## src/rtl/olink_ctrl_pkg.sv

```systemverilog
// Shared state encoding, timing defaults and counter-width helpers for the
// optical-link bring-up sequencer.
package olink_ctrl_pkg;

    typedef enum logic [3:0] {
        ST_IDLE       = 4'd0,
        ST_QPLL_RST   = 4'd1,
        ST_QPLL_WAIT  = 4'd2,
        ST_MMCM_RST   = 4'd3,
        ST_MMCM_WAIT  = 4'd4,
        ST_GT_RST     = 4'd5,
        ST_ALIGN_WAIT = 4'd6,
        ST_UP         = 4'd7,
        ST_FAIL       = 4'd8,
        ST_BACKOFF    = 4'd9,
        ST_HALT       = 4'd10
    } state_t;

    localparam int DEF_NLINKS         = 2;
    localparam int DEF_RST_CYCLES     = 16;
    localparam int DEF_LOCK_TIMEOUT   = 125000;
    localparam int DEF_ALIGN_TIMEOUT  = 250000;
    localparam int DEF_STABLE_CYCLES  = 1024;
    localparam int DEF_BACKOFF_CYCLES = 62500;
    localparam int DEF_MAX_RETRY      = 8;

    // Bits needed to hold max_val-1 (a counter that loads N-1 and counts to 0).
    function automatic int cnt_width(input int max_val);
        return (max_val < 2) ? 1 : $clog2(max_val);
    endfunction

    function automatic int timer_width(input int a, input int b, input int c, input int d);
        int m;
        m = a;
        if (b > m) m = b;
        if (c > m) m = c;
        if (d > m) m = d;
        return cnt_width(m);
    endfunction

endpackage

```

## src/rtl/sync_2ff.sv

```systemverilog
// Two-flop synchronizer for quasi-static asynchronous status inputs.
module sync_2ff #(
    parameter int WIDTH = 1
) (
    input  logic             clk,
    input  logic             rst_n,
    input  logic [WIDTH-1:0] d_i,
    output logic [WIDTH-1:0] q_o
);

    logic [WIDTH-1:0] meta_q;
    logic [WIDTH-1:0] sync_q;

    // NOTE: sequential state uses non-blocking assignments so every flop samples pre-edge values.
    always_ff @(posedge clk or negedge rst_n) begin
        if (!rst_n) begin
            meta_q <= '0;
            sync_q <= '0;
        end else begin
            meta_q <= d_i;
            sync_q <= meta_q;
        end
    end

    assign q_o = sync_q;

endmodule

```

## src/rtl/olink_bringup_ctrl.sv

```systemverilog
// Bring-up sequencer for the shared QPLL, link-clock MMCM and GTX channels:
// reset/lock/align sequencing, link monitoring, retry with backoff and halt.
module olink_bringup_ctrl
    import olink_ctrl_pkg::*;
#(
    parameter int NLINKS         = DEF_NLINKS,
    parameter int RST_CYCLES     = DEF_RST_CYCLES,
    parameter int LOCK_TIMEOUT   = DEF_LOCK_TIMEOUT,
    parameter int ALIGN_TIMEOUT  = DEF_ALIGN_TIMEOUT,
    parameter int STABLE_CYCLES  = DEF_STABLE_CYCLES,
    parameter int BACKOFF_CYCLES = DEF_BACKOFF_CYCLES,
    parameter int MAX_RETRY      = DEF_MAX_RETRY
) (
    input  logic              sysClk125,
    input  logic              sysClk125RstN,
    input  logic              enable,
    input  logic              restart,
    input  logic              clearErr,
    input  logic              qpllLock,
    input  logic              qpllRefClkLost,
    input  logic              mmcmLocked,
    input  logic [NLINKS-1:0] rxValid,
    output logic              qpllReset,
    output logic              mmcmReset,
    output logic [NLINKS-1:0] gtReset,
    output logic              linkUp,
    output logic [3:0]        state,
    output logic [7:0]        retryCount,
    output logic              errSticky,
    output logic [15:0]       dropCount
);

    localparam int TW = timer_width(RST_CYCLES, LOCK_TIMEOUT, ALIGN_TIMEOUT, BACKOFF_CYCLES);
    localparam int SW = cnt_width(STABLE_CYCLES);
    localparam logic [TW-1:0] RST_LOAD     = TW'(RST_CYCLES - 1);
    localparam logic [TW-1:0] LOCK_LOAD    = TW'(LOCK_TIMEOUT - 1);
    localparam logic [TW-1:0] ALIGN_LOAD   = TW'(ALIGN_TIMEOUT - 1);
    localparam logic [TW-1:0] BACKOFF_LOAD = TW'(BACKOFF_CYCLES - 1);
    localparam logic [SW-1:0] STABLE_LAST  = SW'(STABLE_CYCLES - 1);
    localparam logic [7:0]    RETRY_LIMIT  = 8'(MAX_RETRY);

    logic [2:0]        lock_s;
    logic              qpll_lock_s, refclk_lost_s, mmcm_lock_s;
    logic [NLINKS-1:0] rx_valid_s;
    logic              all_valid;

    sync_2ff #(.WIDTH(3)) u_sync_lock (
        .clk   (sysClk125),
        .rst_n (sysClk125RstN),
        .d_i   ({qpllRefClkLost, mmcmLocked, qpllLock}),
        .q_o   (lock_s)
    );

    sync_2ff #(.WIDTH(NLINKS)) u_sync_rx (
        .clk   (sysClk125),
        .rst_n (sysClk125RstN),
        .d_i   (rxValid),
        .q_o   (rx_valid_s)
    );

    assign {refclk_lost_s, mmcm_lock_s, qpll_lock_s} = lock_s;
    assign all_valid = &rx_valid_s;

    state_t            state_q, state_d;
    logic [TW-1:0]     timer_q, timer_d;
    logic [SW-1:0]     stable_q, stable_d;
    logic [7:0]        retry_q, retry_d;
    logic [15:0]       drop_q, drop_d;
    logic              err_q, err_d;
    logic              qpll_rst_q, qpll_rst_d;
    logic              mmcm_rst_q, mmcm_rst_d;
    logic [NLINKS-1:0] gt_rst_q, gt_rst_d;
    logic              link_up_q, link_up_d;
    logic              timer_done, restart_hit, enter;

    assign timer_done = (timer_q == '0);

    always_comb begin
        // NOTE: every combinational output is defaulted first so no path infers a latch.
        state_d     = state_q;
        timer_d     = timer_done ? timer_q : timer_q - 1'b1;
        stable_d    = '0;
        retry_d     = retry_q;
        drop_d      = drop_q;
        restart_hit = 1'b0;

        if (!enable) begin
            state_d = ST_IDLE;
        end else if (restart && (state_q != ST_IDLE)) begin
            state_d     = ST_QPLL_RST;
            retry_d     = '0;
            restart_hit = 1'b1;
        end else begin
            case (state_q)
                ST_IDLE:      state_d = ST_QPLL_RST;
                ST_QPLL_RST:  if (timer_done) state_d = ST_QPLL_WAIT;
                ST_QPLL_WAIT: begin
                    if (qpll_lock_s && !refclk_lost_s) state_d = ST_MMCM_RST;
                    else if (timer_done)               state_d = ST_FAIL;
                end
                ST_MMCM_RST:  if (timer_done) state_d = ST_MMCM_WAIT;
                ST_MMCM_WAIT: begin
                    if (mmcm_lock_s)     state_d = ST_GT_RST;
                    else if (timer_done) state_d = ST_FAIL;
                end
                ST_GT_RST:    if (timer_done) state_d = ST_ALIGN_WAIT;
                ST_ALIGN_WAIT: begin
                    // A stable run that completes on the timeout cycle still counts as success.
                    if (all_valid && (stable_q == STABLE_LAST)) begin
                        state_d = ST_UP;
                        retry_d = '0;
                    end else if (timer_done) begin
                        state_d = ST_FAIL;
                    end else if (all_valid) begin
                        stable_d = stable_q + 1'b1;
                    end
                end
                ST_UP: begin
                    if (!qpll_lock_s || refclk_lost_s || !mmcm_lock_s) state_d = ST_FAIL;
                    else if (!all_valid)                                state_d = ST_GT_RST;
                    if ((state_d != ST_UP) && (drop_q != 16'hFFFF)) drop_d = drop_q + 1'b1;
                end
                ST_FAIL: begin
                    retry_d = (retry_q == 8'hFF) ? retry_q : retry_q + 1'b1;
                    state_d = (retry_d >= RETRY_LIMIT) ? ST_HALT : ST_BACKOFF;
                end
                ST_BACKOFF:   if (timer_done) state_d = ST_QPLL_RST;
                ST_HALT:      state_d = ST_HALT;
                default:      state_d = ST_IDLE;
            endcase
        end

        enter = (state_d != state_q) || restart_hit;
        if (enter) begin
            stable_d = '0;
            case (state_d)
                ST_QPLL_RST, ST_MMCM_RST, ST_GT_RST: timer_d = RST_LOAD;
                ST_QPLL_WAIT, ST_MMCM_WAIT:          timer_d = LOCK_LOAD;
                ST_ALIGN_WAIT:                       timer_d = ALIGN_LOAD;
                ST_BACKOFF:                          timer_d = BACKOFF_LOAD;
                default:                             timer_d = '0;
            endcase
        end

        // Outputs are decoded from the next state so the registered copies move with state_q.
        qpll_rst_d = !(state_d inside {ST_QPLL_WAIT, ST_MMCM_RST, ST_MMCM_WAIT,
                                       ST_GT_RST, ST_ALIGN_WAIT, ST_UP});
        mmcm_rst_d = !(state_d inside {ST_MMCM_WAIT, ST_GT_RST, ST_ALIGN_WAIT, ST_UP});
        gt_rst_d   = (state_d inside {ST_ALIGN_WAIT, ST_UP}) ? '0 : '1;
        link_up_d  = (state_d == ST_UP);

        if ((state_d == ST_HALT) && (state_q != ST_HALT)) err_d = 1'b1;
        else if (clearErr)                                err_d = 1'b0;
        else                                              err_d = err_q;
    end

    always_ff @(posedge sysClk125 or negedge sysClk125RstN) begin
        if (!sysClk125RstN) begin
            state_q    <= ST_IDLE;
            timer_q    <= '0;
            stable_q   <= '0;
            retry_q    <= '0;
            drop_q     <= '0;
            err_q      <= 1'b0;
            qpll_rst_q <= 1'b1;
            mmcm_rst_q <= 1'b1;
            gt_rst_q   <= '1;
            link_up_q  <= 1'b0;
        end else begin
            state_q    <= state_d;
            timer_q    <= timer_d;
            stable_q   <= stable_d;
            retry_q    <= retry_d;
            drop_q     <= drop_d;
            err_q      <= err_d;
            qpll_rst_q <= qpll_rst_d;
            mmcm_rst_q <= mmcm_rst_d;
            gt_rst_q   <= gt_rst_d;
            link_up_q  <= link_up_d;
        end
    end

    assign state      = state_q;
    assign qpllReset  = qpll_rst_q;
    assign mmcmReset  = mmcm_rst_q;
    assign gtReset    = gt_rst_q;
    assign linkUp     = link_up_q;
    assign retryCount = retry_q;
    assign errSticky  = err_q;
    assign dropCount  = drop_q;

endmodule

```

## config.mk

```make
export PLATFORM = sky130hd
export DESIGN_NAME = olink_bringup_ctrl
export DESIGN_NICKNAME = d
export VERILOG_FILES = /design/src/rtl/olink_ctrl_pkg.sv /design/src/rtl/sync_2ff.sv /design/src/rtl/olink_bringup_ctrl.sv
export SDC_FILE = /design/constraint.sdc
export NUM_CORES = 1
export LEC_CHECK = 0
export BUFFER_PORTS_ARGS = -buffer_cell sky130_fd_sc_hd__buf_2
export CAP_MARGIN = 5
export CORE_ASPECT_RATIO = 1.1
export CORE_MARGIN = 1.5
export CORE_UTILIZATION = 35
export CTS_CLUSTER_DIAMETER = 40
export DETAILED_ROUTE_END_ITERATION = 6
export PLACE_DENSITY = 0.57
export SETUP_SLACK_MARGIN = 0.15
export SYNTH_ARGS = -nofsm -noshare
export SYNTH_HDL_FRONTEND = slang
export SYNTH_SLANG_ARGS = --single-unit
export TNS_END_PERCENT = 5
```

## constraint.sdc

```tcl
create_clock -name sysClk125 -period 4.11 [get_ports sysClk125]
set_input_delay 0.6165 -clock sysClk125 [delete_from_list [all_inputs] [get_ports sysClk125]]
set_output_delay 0.6165 -clock sysClk125 [all_outputs]
set_load 0.05 [all_outputs]
```

==> results of run 1 <==
## cells in the final DEF (no fill, tap or decap), types with 3 or more instances in the layout
cell	count
dfstp_2	3
mux2i_1	11
and3_1	5
o21ai_0	22
buf_2	42
a311oi_1	3
nor2_1	44
nor4_1	6
or2_2	5
nand3_1	21
a21oi_1	18
ha_1	4
o31ai_1	3
nand4_1	9
o211ai_1	3
a31oi_1	4
o41ai_1	3
nor3_1	7
xnor2_1	17
mux2_2	3
clkbuf_16	9
o31a_1	4
and2_1	6
dfrtp_1	68
xor2_1	19
and4_1	4
a211oi_1	7
inv_6	3
nor2b_1	6
or3_1	7
nand2_1	42
inv_1	11
## area by class of cell
cell class	count	area [sq um]	area share (%)
clock inverters	5	65.06	1.386
inverters	13	48.80	1.040
clock buffers	10	239.0	5.092
repair buffers	44	225.2	4.799
multi-input cells	328	2147	45.75
flip-flops and latches	71	1780	37.94
well taps	150	187.7	3.999
## metal layers
metal  vias to the layer above  wire length, um  GRT usage, %
met2                        85             4519         26.84
met5                         -                0             0
met3                        11              453         4.443
met1                      1611             4358         21.38
li1                       1636                -             -
met4                         0              168         6.937
## how the worst max path moves through the flow
stage	start	endpoint	cells after the start	slack, ps
2_1_floorplan	state[1]	timer_q[2]	9	1200
3_3_place_gp	timer_q[0]	timer_q[2]	10	810
3_5_place_dp	timer_q[0]	timer_q[2]	10	730
4_1_cts	timer_q[0]	timer_q[2]	10	680
5_1_grt	state[3]	timer_q[13]	7	450
6_report	timer_q[0]	timer_q[2]	10	670
## registers in the layout, summed over array words and instances (netlist names), 2 cells and up
register / count
timer_q: 18
stable_q: 10
u_sync_rx.meta_q: 2
u_sync_rx.q_o: 2
dropCount: 16
state: 4
u_sync_lock.q_o: 3
u_sync_lock.meta_q: 3
retryCount: 8
## power by group
part / internal, mW / switching (mW)
sequential: 0.798 / 0.136
clock: 0.490 / 0.308
combinational: 0.416 / 0.646
total: 1.70 / 1.09
## per-stage QoR
step | total power [mW] | setup WS, ps | util, %
floorplan | 1.791 | 1195 | -
global placement | 1.979 | 812.2 | 38.54
detailed placement | 1.995 | 729.8 | 38.54
CTS | 2.816 | 682.2 | 41.21
global route | 2.981 | 447.7 | 41.21
finish | 2.794 | 669.6 | 41.21
## Yosys cell counts, drive strengths merged, types with 7 or more instances
master	number	share of area (%)
nand3	21	2.6
nand2	42	3.9
inv	13	1.2
mux2i	12	3.3
nor4	7	1.5
or3	7	1.1
nor2	45	4.2
a21oi	18	2.2
xnor2	17	3.7
clkbuf	11	1.0
o21ai	23	2.9
nand4	10	1.9
xor2	19	4.1
dfrtp	68	42
nor3	8	1.1
a211oi	7	1.3
## worst reg2reg max path, stage by stage, from the launching register on
cell	delay [ps]
dfrtp_1	390
inv_1	100
ha_1	210
or4b_1	550
nor2_2	290
a211oi_1	150
o41ai_2	520
inv_2	150
o21ai_2	200
nand4_4	350
mux2_1	430
## cell families (layout without fill, tap and decap cells)
| logic type | count (synthesis) | in the layout |
|---|---|---|
| mux | 16 | 16 |
| xor+xnor | 36 | 36 |
| buf+inv | 29 | 72 |
| fa+ha+maj | 4 | 4 |
| simple gates | 179 | 179 |
| compound gates | 93 | 93 |
| flops | 71 | 71 |
==> flow_summary.toml, run 1 <==
[grt]
antenna_found_initial = 0
grt_max_degree = 72
grt_usage_pct = 16.65
grt_pass1_wl_um = 16060
grt_pass1_vias = 3206
globalRouteOverflowTotal = 0

[timing]
worst_hold_slack_ps = 348.3
setup_viol = 0
max_slew_margin_pct = 39.65
finalMaxSlewViolations = 0
worstMarginPinSlew_ps = 905.2
finalSetupTns_ps = 0
fmax_ghz = 0.2907
clock-skew-final_ps = 12.94
hold_violations = 0
fin_crit_sh_pct = 83.71
finalCriticalPeriod_ps = 3440
rsz0062_at_grt = "no"

[synthesis]
synth-compound-area-share_pct = 16.38
synth_ff_type = "dfrtp_1"
avgSynthCellArea_sq_um = 9.460
yosysWarnings = 0
synth_top_family_by_area = "simple AND/OR/NAND/NOR gates"
yosysSeqAreaShare_pct = 43.97
synth_cells = 428
synthAdderAreaFrac_pct = 1.236
synth_fp_nets = 442
synth_xor_area_share_pct = 7.787
synth_cell_types = 73
synth_edf_count = 0
synth-async-reset-ratio_pct = 100.0
syn_area_sq_um = 4049
synth_mux_area_share_pct = 4.388
synth_seq_cells = 71
synth-simple-area-share_pct = 23.24

[worst_setup_path]
worst_ep_required_time_ps = 4330
crit_chain = "inv_1 -> ha_1 -> or4b_1 -> nor2_2 -> a211oi_1 -> o41ai_2 -> inv_2 -> o21ai_2 -> nand4_4 -> mux2_1"
r2r_cells = 10
cp_slowest_cell = "or4b_1"
r2r_end = "timer_q[2]"
cp_top_family = "simple AND/OR/NAND/NOR gates"
reg2reg_slack_ps = 670
critPathMaxFanout = 18
crit_type = "flop to flop"
worst_setup_path_end_kind = "flop"
critPathBufInv = 2
crit_path_max_incr_delay_ps = 550
worstSetupStartpointType = "flop"
r2r_start = "timer_q[0]"
arrival_ps = 3660

[cts]
cts_buffers = 9
post-cts-setup-buffers = 0
clk_latency_ps = 340
cts_resized = 0
clkSinkCount = 71
cts.path.max_buffers = 2
hold_buffers = 0
clkSlewWorstSetupHoldPaths_ps = 60
root_buffer = "clkbuf_16"
cts_tree = "built"
cts_max_level = 3

[final_layout]
fillers = 1146
n_antenna_cell = 0
stdcell_count = 621
final_cell_area_sq_um = 4693
layout-area-overhead-vs-synth_pct = 15.91
final_nets = 481
drive_gt1_share_pct = 17.83

[floorplanning]
die_w_um = 105.6
io_pins = 44
fp.dieH_um = 115.8
row_count = 41
initial_utilization_pct = 35.55
core_sq_um = 11390
dieArea_sq_um = 12220

[routing]
finalWirelength_um = 9499
wl_per_cell_um = 15.30
via_per_inst = 5.383
drt_iter0_drc = 207
drc = 0
antenna_left = 0
num_vias = 3343
dr.pass1.iters = 4

[min_path]
min_path_cells = 0
holdPathEnd = "u_sync_lock.q_o[1]"
hold_class = "flop to flop"
hp-start = "u_sync_lock.meta_q[1]"

[place]
dp_cells = 606
hpwl_um = 6548
placed_area_sq_um = 4389
place_congestion = 0.8623
portBuffers = 43

[power_and_ir_drop]
powerDensity_nw_per_um2 = 595.4
leakage_nw = 2.135
peakVddDrop_mv = 0.2131

[status]
outcome = "finished clean"

[flow_run]
cap_violations = 0
Note: power is estimated with default switching activity, not from simulation.
==> inputs of run 2 (changes only) <==
ABC_AREA = 1   (was default)
PLACE_DENSITY = 0.59   (was 0.57)
clock period = 3.16 ns   (was 4.11 ns; I/O delays follow)
==> run 2 against run 1 <==
Global-route usage decreased by 0.84 points. Setup slack got worse by 250 ps. Non-clock buffer count rose by 2. First-iteration DRC count rose by 23%. Die area down 3.9%. Clock skew is 6.0 ps lower. Synthesized area shrank 4.0%. Via count fell by 2.2%. Critical endpoint is now timer_q[5]. Highest routed layer unchanged.
==> flow_summary.toml, run 2 <==
[cts]
clk_latency_ps = 340
cts_buffers = 9
post-cts-setup-buffers = 0
root_buffer = "clkbuf_16"
cts_max_level = 3
clkSinkCount = 71
hold_buffers = 0
cts_tree = "built"
cts.path.max_buffers = 2
cts_resized = 0
clkSlewWorstSetupHoldPaths_ps = 60

[synthesis]
synth_seq_cells = 71
synth_edf_count = 0
synth_fp_nets = 490
synth_mux_area_share_pct = 0.2896
synth_cells = 476
yosys.area.top_type_share_pct = 43.76
synth-compound-area-share_pct = 6.467
synth-async-reset-ratio_pct = 100.0
synth_common_cells = "106 x nand2_1, 68 x dfrtp_1, 59 x nor2_1, 48 x nand3_1, 39 x inv_1"
synth_cell_types = 41
yosysMostFrequentCell = "nand2_1"
syn_area_sq_um = 3889
synthAdderAreaFrac_pct = 1.287
synth_xor_area_share_pct = 7.658
yosysTopAreaCell = "dfrtp_1"
synth_area_leaders = "dfrtp_1 44%, nand2_1 10%, nand3_1 6.2%"
synth_ff_type = "dfrtp_1"
synth-simple-area-share_pct = 32.59
synth_top_family_by_area = "simple AND/OR/NAND/NOR gates"
yosysWarnings = 0
yosysSeqAreaShare_pct = 45.79
avgSynthCellArea_sq_um = 8.170

[final_layout]
final_common_cell = "nand2_1"
final_nets = 541
stdcell_count = 679
n_antenna_cell = 0
largest_reg_flops = 18
final_cell_mix = "106 x nand2_1, 68 x dfrtp_1, 59 x nor2_1, 48 x nand3_1, 43 x buf_2"
layout-area-overhead-vs-synth_pct = 18.47
drive_gt1_share_pct = 19.17
largest_register = "timer_q"
final_cell_area_sq_um = 4607

[place]
dp_cells = 663
place_congestion = 0.9447
portBuffers = 43
placed_area_sq_um = 4260
hpwl_um = 6360
pre_cts_slack_ps = 333.8

[power_and_ir_drop]
peakVddDrop_mv = 0.4130
powerDensity_nw_per_um2 = 769.1
pwr-share-seq_pct = 33.3
pwr-share-comb_pct = 35.2
switchingPower_mw = 1.354
clkPwrFrac_pct = 31.4
leakage_nw = 2.260
intPower_mw = 2.190
p_sw_share_pct = 38.20

[worst_setup_path]
cp_slowest_cell = "dfrtp_1"
worstSetupStartpointType = "flop"
critPathMaxFanout = 17
crit_type = "flop to flop"
worst_setup_path_end_kind = "flop"
arrival_ps = 3000
crit_path_max_incr_delay_ps = 370
cp_common_cell = "nand2_1"
worst_ep_required_time_ps = 3420
r2r_start = "timer_q[0]"
crit_start = "timer_q[0]"
crit_chain = "inv_1 -> ha_1 -> nand2_1 -> nor2_4 -> nand3_2 -> nand2_1 -> nand3_1 -> nor2_1 -> nand2_1 -> nand2_1 -> nand2_1 -> nand2_1 -> nor3_4 -> buf_4 -> nand3_2 -> clkinvlp_4 -> a21oi_1"

[grt]
grt_usage_pct = 15.82
grt_pass1_wl_um = 14880
grt_max_degree = 35
globalRouteOverflowTotal = 0
grt_pass1_vias = 3148
antenna_found_initial = 0

[floorplanning]
die_w_um = 103.5
core_sq_um = 10860
initial_utilization_pct = 35.81
dieArea_sq_um = 11750
row_count = 40
fp.dieH_um = 113.6
io_pins = 44

[routing]
antenna_left = 0
via_per_inst = 4.816
dr.pass1.iters = 4
num_vias = 3270
finalWirelength_um = 8509
wl_per_cell_um = 12.53
drt_iter0_drc = 254
drc = 0

[timing]
fin_crit_sh_pct = 86.83
fin_ws_ps = 416.1
worstMarginPinSlew_ps = 785.5
worst_hold_slack_ps = 220.4
clock-skew-final_ps = 6.984
finalSetupTns_ps = 0
hold_violations = 0
setup_viol = 0
finalCriticalPeriod_ps = 2744
fmax_ghz = 0.3644
rsz0062_at_grt = "yes"
max_slew_margin_pct = 47.63
finalMaxSlewViolations = 0

[status]
outcome = "finished clean"

[flow_run]
cap_violations = 0

[min_path]
hold_class = "input port to async pin"
## run 2: critical path: cells and delay by family (launching register included)
family	cells	cell delay, ps
compound gates	1	190
flops	1	370
fa+ha+maj	1	220
simple gates	12	1330
buf+inv	3	550
## run 2: kinds of logic after synthesis
logic type / count (synthesis)
xor+xnor: 34
compound gates: 43
flops: 71
mux: 1
buf+inv: 54
fa+ha+maj: 4
simple gates: 269
## run 2: power groups by stage
stage / clock (mW) / combinational, mW / sequential, mW
after global placement: 0 / 1.23 / 1.19
after detailed placement: 0 / 1.23 / 1.19
after CTS: 1.14 / 1.24 / 1.18
after global routing: 1.18 / 1.41 / 1.20
final: 1.11 / 1.25 / 1.18
after floorplan: 0 / 0.893 / 1.30
## run 2: per-stage QoR
stage	util [%]	power (mW)
after CTS	42.29	3.563
after global routing	42.42	3.785
final	42.42	3.543
after detailed placement	39.23	2.428
after global placement	39.23	2.421
after floorplan	-	2.188
## run 2: metal layers
layer  routed length [um]  track usage, %
met4                  246           9.537
met5                    0               0
met3                  368           2.743
met1                 4109           20.84
met2                 3785           24.53
## run 2: layout make-up
| cell class | count | area (sq um) |
|---|---|---|
| Clock buffer | 11 | 252.7 |
| Inverter | 48 | 183.9 |
| Fill cell | 1078 | 6254 |
| Timing Repair Buffer | 46 | 237.7 |
| Multi-Input combinational cell | 351 | 1888 |
| Clock inverter | 5 | 80.08 |
| Tap cell | 147 | 183.9 |
| Sequential cell | 71 | 1780 |
## run 2: final timing paths
kind,endpoint,depth (start not counted),slack [ps]
worst max register to register,timer_q[5],17,420
min in group sysClk125,u_sync_rx.meta_q[1],1,240
worst max-delay path,timer_q[5],17,420
worst min register to register,u_sync_rx.q_o[0],0,350
max in group asynchronous,qpllReset,2,2130
worst min-delay path,stable_q[8],1,220
